===== config.mk =====
export PLATFORM = sky130hd
export DESIGN_NAME = core_fetch
export DESIGN_NICKNAME = d
export VERILOG_FILES = /design/src/rtl/core_uarch_pkg.sv /design/src/rtl/core_prefetch_fifo.sv /design/src/rtl/core_fetch.sv
export SDC_FILE = /design/constraint.sdc
export NUM_CORES = 1
export LEC_CHECK = 0
export BUFFER_PORTS_ARGS = -buffer_cell sky130_fd_sc_hd__buf_2
export CORE_MARGIN = 8
export CORE_UTILIZATION = 57
export CTS_BUF_LIST = sky130_fd_sc_hd__clkbuf_16
export DETAILED_ROUTE_END_ITERATION = 8
export GPL_ROUTABILITY_DRIVEN = 0
export PLACE_DENSITY = 0.92
export SYNTH_ARGS = -nofsm -noshare
export SYNTH_HDL_FRONTEND = slang
export SYNTH_SLANG_ARGS = --single-unit

===== constraint.sdc =====
create_clock -name clk -period 10.98 [get_ports clk]
set_input_delay 0.549 -clock clk [delete_from_list [all_inputs] [get_ports clk]]
set_output_delay 0.549 -clock clk [all_outputs]
set_load 0.02 [all_outputs]

===== src/rtl/core_uarch_pkg.sv =====
// core_uarch_pkg -- shared micro-architecture types for the core front end.
//
// Contents:
//   ptr_t          30-bit word address
//   word_t         32-bit instruction/data word
//   NOP_INSN       instruction presented to decode when nothing is buffered
//   fetch_state_e  fetch FSM states (IDLE / WAIT / DISCARD)
//   ENTRY_W        width of one prefetch buffer entry {insn, pc}
//   PREFETCH_DEPTH buffer depth: 2 when CORE_FETCH_PREFETCH_EN is defined, else 1
package core_uarch_pkg;

  localparam int PTR_W  = 30;
  localparam int WORD_W = 32;

  typedef logic [PTR_W-1:0]  ptr_t;
  typedef logic [WORD_W-1:0] word_t;

  localparam word_t NOP_INSN = 32'hE1A00000;

  typedef enum logic [1:0] {
    FS_IDLE    = 2'd0,  // no request outstanding
    FS_WAIT    = 2'd1,  // request outstanding, response will be kept
    FS_DISCARD = 2'd2   // request outstanding, response will be dropped
  } fetch_state_e;

  localparam int ENTRY_W = WORD_W + PTR_W;

`ifdef CORE_FETCH_PREFETCH_EN
  localparam int PREFETCH_DEPTH = 2;
`else
  localparam int PREFETCH_DEPTH = 1;
`endif

endpackage


===== src/rtl/core_prefetch_fifo.sv =====
// core_prefetch_fifo -- small in-order buffer between the bus and decode.
//
// Entry 0 is always the head; a pop shifts the remaining entries down, so
// the head output is a plain register read with no read-pointer mux.
//
// Ports:
//   clk, rst_n   clock, asynchronous active-low reset (buffer empties)
//   i_push       write i_din at the tail (accepted when not full, or when
//                a pop happens in the same cycle)
//   i_pop        drop the head entry (ignored when empty)
//   i_clear      empty the buffer; overrides push and pop
//   i_din        entry to write
//   o_full       occupancy == DEPTH
//   o_empty      occupancy == 0
//   o_head       head entry (contents undefined when empty)
module core_prefetch_fifo #(
  parameter int DEPTH = 1,
  parameter int WIDTH = 62
) (
  input  logic             clk,
  input  logic             rst_n,
  input  logic             i_push,
  input  logic             i_pop,
  input  logic             i_clear,
  input  logic [WIDTH-1:0] i_din,
  output logic             o_full,
  output logic             o_empty,
  output logic [WIDTH-1:0] o_head
);

  localparam int CW = $clog2(DEPTH + 1);

  logic [CW-1:0]    r_count;
  logic [WIDTH-1:0] r_mem [DEPTH];

  logic             w_pop;
  logic             w_push;
  logic [CW-1:0]    w_wr_idx;

  assign o_empty  = (r_count == '0);
  assign o_full   = (r_count == CW'(DEPTH));
  assign w_pop    = i_pop && !o_empty && !i_clear;
  assign w_push   = i_push && (!o_full || w_pop) && !i_clear;
  // The tail slot is computed after the shift caused by a same-cycle pop.
  assign w_wr_idx = w_pop ? (r_count - CW'(1)) : r_count;
  assign o_head   = r_mem[0];

  always_ff @(posedge clk or negedge rst_n) begin
    if (!rst_n) begin
      r_count <= '0;
    end else if (i_clear) begin
      r_count <= '0;
    end else if (w_push && !w_pop) begin
      r_count <= r_count + CW'(1);
    end else if (w_pop && !w_push) begin
      r_count <= r_count - CW'(1);
    end
  end

  // Data storage needs no reset: occupancy alone decides what is valid.
  always_ff @(posedge clk) begin
    if (w_pop) begin
      for (int i = 0; i < DEPTH - 1; i++) begin
        r_mem[i] <= r_mem[i+1];
      end
    end
    if (w_push) begin
      for (int i = 0; i < DEPTH; i++) begin
        if (w_wr_idx == CW'(i)) begin
          r_mem[i] <= i_din;
        end
      end
    end
  end

endmodule


===== src/rtl/core_fetch.sv =====
// core_fetch -- instruction fetch unit: issues single outstanding word reads,
// buffers returned instructions and presents them to decode.
//
// Build option: CORE_FETCH_PREFETCH_EN defined gives a 2-entry prefetch
// buffer; undefined gives a 1-entry buffer that only refetches once the slot
// is popped (or is being popped in the same cycle).
//
// Ports:
//   clk, rst_n        clock, asynchronous active-low reset
//   stall             execute cannot take an instruction this cycle
//   branch            redirect request; branch_target is the new word address
//   bus_start         one-cycle read request strobe
//   bus_addr          read word address, held while a request is outstanding
//   bus_ready         one-cycle read completion strobe, bus_data valid with it
//   insn, insn_pc     buffer head (NOP / fetch_pc when empty)
//   insn_valid        buffer non-empty
//   flush             registered copy of branch (high out of reset)
//   o_dbg_state       fetch FSM state
//
// Handshake: bus_start is a single-cycle strobe issued only from IDLE; the
// request stays outstanding (bus_addr stable) until the single-cycle
// bus_ready. Decode consumes the head in every cycle where insn_valid is high
// and stall is low; branch overrides both consumption and bus responses.
module core_fetch
  import core_uarch_pkg::*;
(
  input  logic        clk,
  input  logic        rst_n,
  input  logic        stall,
  input  logic        branch,
  input  logic [29:0] branch_target,
  output logic        bus_start,
  output logic [29:0] bus_addr,
  input  logic        bus_ready,
  input  logic [31:0] bus_data,
  output logic [31:0] insn,
  output logic [29:0] insn_pc,
  output logic        insn_valid,
  output logic        flush,
  output logic [1:0]  o_dbg_state
);

  fetch_state_e r_state;
  fetch_state_e w_state_nxt;
  ptr_t         r_fetch_pc;
  ptr_t         r_req_addr;
  logic         r_flush;

  logic               w_full;
  logic               w_empty;
  logic [ENTRY_W-1:0] w_head;
  logic               w_pop;
  logic               w_push;
  logic               w_start;

  // Branch wins over consumption and over a same-cycle bus response.
  assign w_pop  = !w_empty && !stall && !branch;
  assign w_push = (r_state == FS_WAIT) && bus_ready && !branch;
  // rst_n gating keeps the strobe low while reset is held, since the FSM
  // sits in IDLE with an empty buffer during reset.
  assign w_start = rst_n && (r_state == FS_IDLE) && !branch && (!w_full || w_pop);

  always_comb begin
    w_state_nxt = r_state;
    case (r_state)
      FS_IDLE: begin
        if (w_start) w_state_nxt = FS_WAIT;
      end
      FS_WAIT: begin
        if (bus_ready)   w_state_nxt = FS_IDLE;
        else if (branch) w_state_nxt = FS_DISCARD;
      end
      FS_DISCARD: begin
        if (bus_ready) w_state_nxt = FS_IDLE;
      end
      default: w_state_nxt = FS_IDLE;
    endcase
  end

  always_ff @(posedge clk or negedge rst_n) begin
    if (!rst_n) begin
      r_state    <= FS_IDLE;
      r_fetch_pc <= '0;
      r_req_addr <= '0;
      r_flush    <= 1'b1;
    end else begin
      r_state <= w_state_nxt;
      r_flush <= branch;
      if (branch) begin
        r_fetch_pc <= branch_target;
      end else if (w_start) begin
        r_fetch_pc <= r_fetch_pc + 30'd1;  // wraps 3FFFFFFF -> 0
      end
      if (w_start) begin
        r_req_addr <= r_fetch_pc;
      end
    end
  end

  core_prefetch_fifo #(
    .DEPTH (PREFETCH_DEPTH),
    .WIDTH (ENTRY_W)
  ) u_prefetch_fifo (
    .clk     (clk),
    .rst_n   (rst_n),
    .i_push  (w_push),
    .i_pop   (w_pop),
    .i_clear (branch),
    .i_din   ({bus_data, r_req_addr}),
    .o_full  (w_full),
    .o_empty (w_empty),
    .o_head  (w_head)
  );

  // In IDLE the address being requested is fetch_pc itself; afterwards the
  // captured copy holds bus_addr steady even if a branch moves fetch_pc.
  assign bus_start   = w_start;
  assign bus_addr    = (r_state == FS_IDLE) ? r_fetch_pc : r_req_addr;
  assign insn_valid  = !w_empty;
  assign insn        = w_empty ? NOP_INSN   : w_head[ENTRY_W-1:PTR_W];
  assign insn_pc     = w_empty ? r_fetch_pc : w_head[PTR_W-1:0];
  assign flush       = r_flush;
  assign o_dbg_state = r_state;

endmodule

==> metrics.txt <==
status=finished clean; Num CTS Buffers=17; top_reg_cell synth=dfrtp_1; sequential power share=44.0%; fmax=0.2777 GHz; max-cap check violation count=0; synthesized instance count=461; reg-to-reg critical path startpoint=u_prefetch_fifo.o_full$_DFFE_PN0P_; DR vias=4511; Seq. cell area=3466 um^2; Startpoint Class=input port; slack of the critical path=7.379 ns; height of the die=118.1 um; Setup Skew=0.006175 ns; DRC Markers=0; P&R area growth vs syn=24.52%; vias per cell=5.881; most frequent cells in the layout=buf_2 (163), mux2_2 (88), dfrtp_1 (62), edfxtp_1 (62), nand2_1 (28); critical path type=in -> out; Initial Utilization=58.11%; RSZ-0062 raised after global routing=false; fillers=682; maximum VDD drop=0.1066 mV; sequential area share after synthesis=58.27%; Core Util, Final=72.36%; Post-synth EDFFs=62; pin count of the biggest net entering global routing=70; share of layout cells above drive strength 1=46.12%; Port Buf Inserts=163; Synth Register Bits=126; cell area after synthesis=5946 um^2; global route total overflow=0; Max clock buf depth=2; clk sink count=126; Final nets=687; Rel. slew slack=18.19%; Row Count=37; Post-Syn Nets=530; critical path startpoint=rst_n; Power Dens Cells=186.2 nW/um^2; Hold WC Path Type=in -> async; post-route ant nets=0; drt wl/cell=19.74 um; Int Pwr=1011 uW; Ant. Diodes=0; clock latency on the worst-skew pair=0.40 ns; hold buffers post-CTS=0; core area=10230 um^2; IO Count=164; Worst Reg2Reg Path Length in Cells=5; root buffer cell=clkbuf_16; Tot GR Track Use=21.88%; most common cell after layout, fill and taps aside=buf_2; detailed placement HPWL=10.46 mm; CTS tree=yes; Setup Total Neg Slack=0 ns; Post-CTS Setup Bufs=0; Clk pwr share=38.8%; DRT Pass-1 Iters=6; ys async rst share=50.79%; initial antenna violation count=0; area occupied by multi-input gates=2351 um^2; Reg clk slew, reported paths=0.05 ns; Combinational Power Share=17.1%; sw frac=26.67%; DRT Wirelength=15.14 mm; YS warnings=0; CP arrival=3.05 ns; Die W=118.1 um; P_sw=367.6 uW; Yosys cell types=50; vias in the first global route=4670; largest fanout on the critical path=66; Fin Hold WS=0.3015 ns; period utilisation layout=32.79%; Worst Tran Pin Value=1.227 ns; final count of hold timing violations=0; Slew Viols, Final=0; Critical Path RT=10.43 ns; minimum clock period after layout=3.601 ns; Leakage=0.003045 uW; Final Setup Violations=0; first-pass GRT wire length=24.60 mm; pre-CTS setup slack=7.370 ns; die footprint=13950 um^2; Critical Path End Type=primary output; Syn Area/Cell=12.90 um^2; H-Tree Depth=4; DRT iter0 DRCs=336; Resize count post-CTS=0
per-stage QoR:
| stage | area (um^2) | total power, uW | instances |
|---|---|---|---|
| detailed placement | 6837 | 851.4 | 735 |
| global placement | 6837 | 837.8 | 735 |
| finish | 7403 | 1378 | 767 |
| global route | 7403 | 1428 | 767 |
| CTS | 7403 | 1387 | 767 |
| floorplan | 5946 | 763.2 | 461 |
worst max-delay path: stages:
cell	delay (ns)
buf_2	0.08
buf_4	0.60
nor3b_2	0.51
nand2_1	0.19
nor2_4	0.75
buf_2	0.31
registers in the layout, indices dropped and copies added, names as in the netlist:
signal	cells
r_req_addr	30
u_prefetch_fifo.o_full	1
r_fetch_pc	30
flush	1
o_dbg_state	2
u_prefetch_fifo.r_mem	62
path summary, 6_finish.rpt:
check | to | slack (ns)
max in group asynchronous | u_prefetch_fifo.o_full$_DFFE_PN0P_ | 10.07
worst max-delay path | bus_start | 7.38
worst min-delay path | r_req_addr[23]$_DFFE_PN0P_ | 0.30
worst max register to register | u_prefetch_fifo.r_mem[0][16]$_DFFE_PP_ | 7.90
worst min register to register | u_prefetch_fifo.r_mem[0][16]$_DFFE_PP_ | 0.46
min in group clk | u_prefetch_fifo.r_mem[0][33]$_DFFE_PP_ | 0.32
power groups by stage:
| stage | logic [uW] | clock network, uW | registers, uW |
|---|---|---|---|
| floorplan | 170 | 0 | 593 |
| global placement | 230 | 0 | 608 |
| detailed placement | 238 | 0 | 613 |
| CTS | 240 | 541 | 606 |
| global route | 255 | 559 | 614 |
| finish | 236 | 535 | 607 |
cells by family after synthesis:
logic type | synth area share (%)
xor gates and xnor gates | 1.178
AOI/OAI and AO/OA | 6.124
and+or+nand+nor | 14.73
muxes | 16.84
buffers and inverters | 2.441
adders and majority gates | 0.4208
DFF | 58.27
cell type report:
| class | count | area share [%] |
|---|---|---|
| multi-input cells | 304 | 31.76 |
| clock inverters | 15 | 1.910 |
| inverters | 3 | 0.1521 |
| clock buffers | 17 | 5.746 |
| repair buffers | 166 | 11.32 |
| well taps | 136 | 2.298 |
| flip-flops and latches | 126 | 46.81 |
synth_stat cells (2+ instances only):
cell | instances | area [um^2]
and4_1 | 4 | 35.03
o211ai_1 | 2 | 15.01
edfxtp_1 | 62 | 1862
nor2b_1 | 3 | 18.77
xor2_1 | 6 | 52.55
o31ai_1 | 14 | 105.1
inv_1 | 2 | 7.510
or4_1 | 14 | 105.1
dlygate4sd1_1 | 2 | 17.52
mux2_2 | 88 | 991.0
and2_1 | 27 | 168.9
or3_1 | 2 | 12.51
or4_2 | 2 | 17.52
nand3b_1 | 2 | 15.01
o21ai_0 | 15 | 75.07
a31oi_1 | 16 | 100.1
ha_1 | 2 | 25.02
and3_1 | 5 | 31.28
buf_2 | 7 | 35.03
nor4_1 | 3 | 18.77
dfrtp_1 | 63 | 1577
nand4_1 | 11 | 68.82
nand2_1 | 28 | 105.1
buf_1 | 6 | 22.52
nor2_1 | 21 | 78.83
nand2b_1 | 7 | 43.79
clkbuf_2 | 2 | 10.01
nand3_1 | 10 | 50.05
clkbuf_1 | 10 | 37.54
a21oi_1 | 3 | 15.01
nor3b_1 | 2 | 15.01
xnor2_1 | 2 | 17.52
per-layer routing:
| layer | share of wire, % | track usage [%] | vias to the layer above |
|---|---|---|---|
| met3 | 7.3 | 6.235 | 30 |
| met2 | 50 | 36.59 | 218 |
| met5 | 0 | 0 | - |
| met1 | 40 | 25.33 | 2202 |
| li1 | - | - | 2061 |
| met4 | 2.5 | 11.05 | 0 |
Power figures use the tool's default switching activity.
